$ cat src/rtl/cpu_pkg.sv
// ============================================================================
// cpu_pkg : shared control-bundle type, ALU-op codes and helpers for the core
// Rev 1.0
// ============================================================================
`default_nettype none

package cpu_pkg;

  typedef struct packed {
    logic       regwrite;
    logic       alusrc;
    logic       regdst;
    logic       branch;
    logic       memwrite;
    logic       memread;
    logic       mem2reg;
    logic [2:0] aluop;
  } ctrl_t;

  localparam logic [2:0] ALUOP_RTYPE    = 3'b010;
  localparam logic [2:0] ALUOP_ADDI_MEM = 3'b100;
  localparam logic [2:0] ALUOP_BEQ      = 3'b101;
  localparam logic [2:0] ALUOP_SLTI     = 3'b111;

  localparam ctrl_t CTRL_BUBBLE = '0;

  // R-type, beq and sw are the only formats that actually read rt.
  function automatic logic rt_used(input logic regdst, input logic branch,
                                   input logic memwrite);
    return regdst | branch | memwrite;
  endfunction

endpackage

`default_nettype wire

$ cat src/rtl/id_ex_stage_hazard_unit.sv
// ============================================================================
// hazard_unit : combinational load-use comparator between EX load and ID reads
// Rev 1.0
// ============================================================================
`default_nettype none

module hazard_unit
  import cpu_pkg::*;
(
  input  logic       ex_memread,
  input  logic       ex_valid,
  input  logic [4:0] ex_rt,
  input  logic [4:0] rs,
  input  logic [4:0] rt,
  input  logic       regdst,
  input  logic       branch,
  input  logic       memwrite,
  output logic       hazard
);

  logic w_rt_used;

  assign w_rt_used = rt_used(regdst, branch, memwrite);

  // Register 0 is hard-wired, so a load into it can never be a real producer.
  assign hazard = ex_memread & ex_valid & (ex_rt != 5'd0) &
                  ((ex_rt == rs) | ((ex_rt == rt) & w_rt_used));

endmodule

`default_nettype wire

$ cat src/rtl/id_ex_stage.sv
// ============================================================================
// id_ex_stage : ID/EX pipeline register with load-use stall and branch flush
// Rev 1.0
// ============================================================================
`default_nettype none

module id_ex_stage
  import cpu_pkg::*;
#(
  parameter int DW    = 32,
  parameter int CNT_W = 16
) (
  input  logic             clk_i,
  input  logic             rst_i,
  input  logic             regwrite_i,
  input  logic             alusrc_i,
  input  logic             regdst_i,
  input  logic             branch_i,
  input  logic             memwrite_i,
  input  logic             memread_i,
  input  logic             mem2reg_i,
  input  logic [2:0]       aluop_i,
  input  logic [DW-1:0]    pc4_i,
  input  logic [DW-1:0]    rs_data_i,
  input  logic [DW-1:0]    rt_data_i,
  input  logic [DW-1:0]    imm_i,
  input  logic [4:0]       rs_i,
  input  logic [4:0]       rt_i,
  input  logic [4:0]       rd_i,
  input  logic             flush_i,
  output logic             ex_regwrite_o,
  output logic             ex_alusrc_o,
  output logic             ex_regdst_o,
  output logic             ex_branch_o,
  output logic             ex_memwrite_o,
  output logic             ex_memread_o,
  output logic             ex_mem2reg_o,
  output logic [2:0]       ex_aluop_o,
  output logic [DW-1:0]    ex_pc4_o,
  output logic [DW-1:0]    ex_rs_data_o,
  output logic [DW-1:0]    ex_rt_data_o,
  output logic [DW-1:0]    ex_imm_o,
  output logic [4:0]       ex_rs_o,
  output logic [4:0]       ex_rt_o,
  output logic [4:0]       ex_rd_o,
  output logic             ex_valid_o,
  output logic             stall_o,
  output logic [CNT_W-1:0] stall_cnt_o,
  output logic [CNT_W-1:0] flush_cnt_o
);

  localparam logic [CNT_W-1:0] CNT_MAX = '1;
  localparam logic [CNT_W-1:0] CNT_ONE = {{(CNT_W-1){1'b0}}, 1'b1};

  ctrl_t            w_id_ctrl;
  ctrl_t            r_ex_ctrl;
  logic             r_ex_valid;
  logic             w_hazard;
  logic             w_bubble;
  logic [CNT_W-1:0] r_stall_cnt;
  logic [CNT_W-1:0] r_flush_cnt;

  assign w_id_ctrl = {regwrite_i, alusrc_i, regdst_i, branch_i, memwrite_i,
                      memread_i, mem2reg_i, aluop_i};

  hazard_unit u_hazard (
    .ex_memread (r_ex_ctrl.memread),
    .ex_valid   (r_ex_valid),
    .ex_rt      (ex_rt_o),
    .rs         (rs_i),
    .rt         (rt_i),
    .regdst     (regdst_i),
    .branch     (branch_i),
    .memwrite   (memwrite_i),
    .hazard     (w_hazard)
  );

  // A flush already empties the stage, so it masks the stall request.
  assign stall_o  = w_hazard & ~flush_i;
  assign w_bubble = flush_i | stall_o;

  always_ff @(posedge clk_i or negedge rst_i) begin
    if (!rst_i) begin
      r_ex_ctrl    <= CTRL_BUBBLE;
      r_ex_valid   <= 1'b0;
      ex_pc4_o     <= '0;
      ex_rs_data_o <= '0;
      ex_rt_data_o <= '0;
      ex_imm_o     <= '0;
      ex_rs_o      <= '0;
      ex_rt_o      <= '0;
      ex_rd_o      <= '0;
      r_stall_cnt  <= '0;
      r_flush_cnt  <= '0;
    end else begin
      r_ex_ctrl    <= w_bubble ? CTRL_BUBBLE : w_id_ctrl;
      r_ex_valid   <= ~w_bubble;
      ex_pc4_o     <= pc4_i;
      ex_rs_data_o <= rs_data_i;
      ex_rt_data_o <= rt_data_i;
      ex_imm_o     <= imm_i;
      ex_rs_o      <= rs_i;
      ex_rt_o      <= rt_i;
      ex_rd_o      <= rd_i;
      if (flush_i) begin
        if (r_flush_cnt != CNT_MAX) r_flush_cnt <= r_flush_cnt + CNT_ONE;
      end else if (stall_o) begin
        if (r_stall_cnt != CNT_MAX) r_stall_cnt <= r_stall_cnt + CNT_ONE;
      end
    end
  end

  assign ex_regwrite_o = r_ex_ctrl.regwrite;
  assign ex_alusrc_o   = r_ex_ctrl.alusrc;
  assign ex_regdst_o   = r_ex_ctrl.regdst;
  assign ex_branch_o   = r_ex_ctrl.branch;
  assign ex_memwrite_o = r_ex_ctrl.memwrite;
  assign ex_memread_o  = r_ex_ctrl.memread;
  assign ex_mem2reg_o  = r_ex_ctrl.mem2reg;
  assign ex_aluop_o    = r_ex_ctrl.aluop;
  assign ex_valid_o    = r_ex_valid;
  assign stall_cnt_o   = r_stall_cnt;
  assign flush_cnt_o   = r_flush_cnt;

endmodule

`default_nettype wire

$ cat config.mk
export PLATFORM = sky130hd
export DESIGN_NAME = id_ex_stage
export DESIGN_NICKNAME = d
export VERILOG_FILES = /design/src/rtl/cpu_pkg.sv /design/src/rtl/id_ex_stage_hazard_unit.sv /design/src/rtl/id_ex_stage.sv
export SDC_FILE = /design/constraint.sdc
export NUM_CORES = 1
export LEC_CHECK = 0
export ABC_AREA = 1
export BUFFER_PORTS_ARGS = -buffer_cell sky130_fd_sc_hd__buf_2
export CORE_AREA = 2 2 160 162
export CTS_CLUSTER_SIZE = 30
export DETAILED_ROUTE_END_ITERATION = 7
export DIE_AREA = 0 0 162 164
export PLACE_DENSITY = 0.55
export SLEW_MARGIN = 40
export SYNTH_ARGS = -nofsm -noshare
export SYNTH_HDL_FRONTEND = slang
export SYNTH_SLANG_ARGS = --single-unit
$ cat constraint.sdc
create_clock -name clk_i -period 2.6 [get_ports clk_i]
set_input_delay 0.78 -clock clk_i [delete_from_list [all_inputs] [get_ports clk_i]]
set_output_delay 0.78 -clock clk_i [all_outputs]
set_load 0.05 [all_outputs]
==> flow_summary.yaml <==
outcome:
  status: "finished clean"
global_routing:
  antenna_found_initial: 2
  grt_overflow: 0
  grt_max_degree: 61
  grt_pass1_wl_um: 27610
  track_usage: 0.1396
  grt_pass1_vias: 4754
setup_path:
  r2r_slack_ns: 0.68
  crit_start: "branch_i"
  endpoint_kind: "primary output"
  crit_end: "stall_o"
  critPathKind: "input pin to primary output"
  worstSetupStartpointType: "input pin"
  crit_required_ns: 1.82
  r2r_cells: 7
  arrival_ns: 1.77
  cp_max_fo: 3
  r2r-end: "flush_cnt_o[9]"
  timing.rr.start: "flush_cnt_o[0]"
placed_design:
  portBuffers: 342
  place_congestion: 0.8288
  dpl_cell_area_um2: 8335
  hpwl_um: 14270
  dpl.cell_count: 1148
timing:
  fmax_mhz: 392.5
  tightest_slew_ns: 0.5422
  drv_slew: 0
  setup_tns_ns: 0
  relSlewSlack: 0.6385
  clock_skew_ns: 0.01211
  min_period_ns: 2.548
  rsz0062_at_grt: "no"
  min_period_over_period: 0.9799
  hold_viol_final: 0
  setup_viol: 0
clock_tree:
  htreeDepth: 4
  cts_buffer_depth: 2
  clk_latency_ns: 0.43
  cts_made_buffers: 17
  cts_tree: "done"
  cts.clk_slew.worst_paths_ns: 0.08
  root_buffer: "clkbuf_16"
  cts_hold_buf: 0
  clock-sinks: 186
finish:
  fin_cells: 1180
  nets: 996
  syn_to_final_growth_pct: 45.75
  antenna-diode-count: 0
  drive_gt1_frac: 0.5129
  fin_area_um2: 8945
synth:
  yosysUniqueCellTypes: 29
  ys_seq_area_frac: 0.7584
  syn_area_per_cell_um2: 12.97
  synth_warnings: 0
  synthCells: 473
  ys_ff_latch: 186
  syn_area_um2: 6137
  syn_nets: 631
floorplanning:
  die_area_um2: 26570
  boundaryPins: 343
  fp.dieH_um: 164
  initial_core_util: 0.2473
  fp-row-count: 58
  core_area_um2: 24820
  die_x_um: 162
power:
  pwr-share-seq: 0.453
  peakVddDrop_v: 0.0004276
  power_frac_clock: 0.363
  combPwrFrac: 0.185
  p_sw_mw: 2.391
  internal_power_mw: 4.661
  power_leakage_nw: 4.706
  swShare: 0.3390
  p_per_area_nw_per_um2: 788.3
routing:
  firstDrtPassIters: 4
  detail_route.wl_per_cell_um: 15.42
  routed_via_density: 3.892
  ant_nets: 0
  drt-initial-drc-count: 212
  finalWirelength_um: 18200
  vias: 4592
  post-route-drc-count: 0
worst_hold_path:
  hold_path_class: "input pin to asynchronous set/reset pin"
flow_run:
  maxCapViolations: 0
per-stage QoR:
stage	setup WS [ns]	hold slack (ns)	total power [mW]	utilization
floorplan	0.1840	0.4844	4.079	-
finish	0.05233	0.3403	7.051	0.3604
global placement	-0.09698	0.4891	4.557	0.3359
global route	0.001045	0.3620	7.400	0.3604
CTS	0.01413	0.3404	7.191	0.3595
detailed placement	-0.09806	0.4978	4.565	0.3359
repair_timing:
action | in CTS | in global routing
pin swaps | 1 | 2
resized for setup | 5 | 5
buffers inserted | 0 | 1
endpoints found under the setup margin | 1 | 1
cell families (layout without fill, tap and decap cells):
kind of cell / count (synthesis) / after routing / share of synthesized area
AOI/OAI and AO/OA: 7 / 7 / 0.006319
xor gates and xnor gates: 27 / 27 / 0.03853
adders and majority gates: 2 / 2 / 0.004077
buffers and inverters: 60 / 437 / 0.04098
DFF: 186 / 186 / 0.7584
and+or+nand+nor: 191 / 191 / 0.1517
placed cells by master (no fill, tap or decap), drive strengths merged:
cell type / instances
nand4: 9
xnor2: 9
clkinvlp: 2
clkbuf: 18
nand3b: 1
buf: 350
clkinv: 4
or2: 2
nor3: 15
o21ai: 6
dfrtp: 186
nor2: 35
inv: 63
nand2: 111
nand3: 18
xor2: 18
a21oi: 1
ha: 2
sequential cells by signal (all words and copies together), names as in the netlist, 3 cells and up:
name          cells
stall_cnt_o      16
flush_cnt_o      16
ex_rt_data_o     32
ex_rd_o           5
ex_aluop_o        3
ex_rt_o           5
ex_rs_data_o     32
ex_imm_o         32
ex_pc4_o         32
ex_rs_o           5
critical path: stages:
cell and delay, ns:
buf_2 0.11, nor3_1 0.40, nor2_4 0.07, nand3_2 0.09, nand2_4 0.07, nand3_4 0.06
inv_1 0.05, buf_6 0.14
cell usage after synthesis:
cell,instances,share of area
nor2_8,1,0.0033
nand2_1,90,0.055
nand3_1,14,0.011
inv_1,41,0.025
nor2_2,3,0.0031
xor2_1,18,0.026
nor2_4,1,0.0018
nand2_2,20,0.020
o21ai_2,1,0.0014
nand4_1,8,0.0082
nand3_4,1,0.0029
nor2_1,30,0.018
nor3_1,13,0.011
buf_2,2,0.0016
buf_12,1,0.0033
xnor2_1,9,0.013
or2_1,1,0.0010
dfrtp_1,186,0.76
nand4_4,1,0.0035
a21oi_1,1,0.00081
ha_1,2,0.0041
inv_2,14,0.0086
buf_4,2,0.0024
nor3_2,2,0.0033
o21ai_1,5,0.0041
or2_2,1,0.0010
nand2_4,1,0.0018
nand3_2,3,0.0049
nand3b_1,1,0.0012
final cells by class:
class / count / area (um2)
fillers: 2549 / 15870
clock inverters: 14 / 147.6
repair buffers: 351 / 1844
flip-flops and latches: 186 / 4657
clock buffers: 17 / 425.4
well taps: 330 / 412.9
inverters: 55 / 209.0
multi-input cells: 227 / 1249
worst min-delay path by stage:
stage	to	startpoint	cells past startpoint	slack (ns)
4_1_cts	ex_imm_o[1]	rst_i	1	0.34
6_report	ex_rs_data_o[6]	rst_i	1	0.34
5_1_grt	ex_rt_data_o[9]	rst_i	1	0.36
3_5_place_dp	flush_cnt_o[15]	flush_cnt_o[15]	2	0.50
2_1_floorplan	ex_aluop_o[0]	rst_i	0	0.48
3_3_place_gp	flush_cnt_o[15]	flush_cnt_o[15]	2	0.49
power groups by stage:
stage               Combinational (mW)  Clock, mW  Sequential (mW)
detailed placement                1.31          0             3.25
finish                            1.30       2.56             3.19
global placement                  1.31          0             3.25
global route                      1.38       2.80             3.22
floorplan                        0.176          0             3.90
CTS                               1.32       2.68             3.19
routing by layer:
layer / vias to the layer above / wire length, um / track usage
li1: 2179 / - / -
met1: 2197 / 7519 / 0.1676
met2: 192 / 8824 / 0.2331
met3: 20 / 1538 / 0.05051
met4: 4 / 291 / 0.04747
met5: - / 23 / 0
Note: power is estimated with default switching activity, not from simulation.
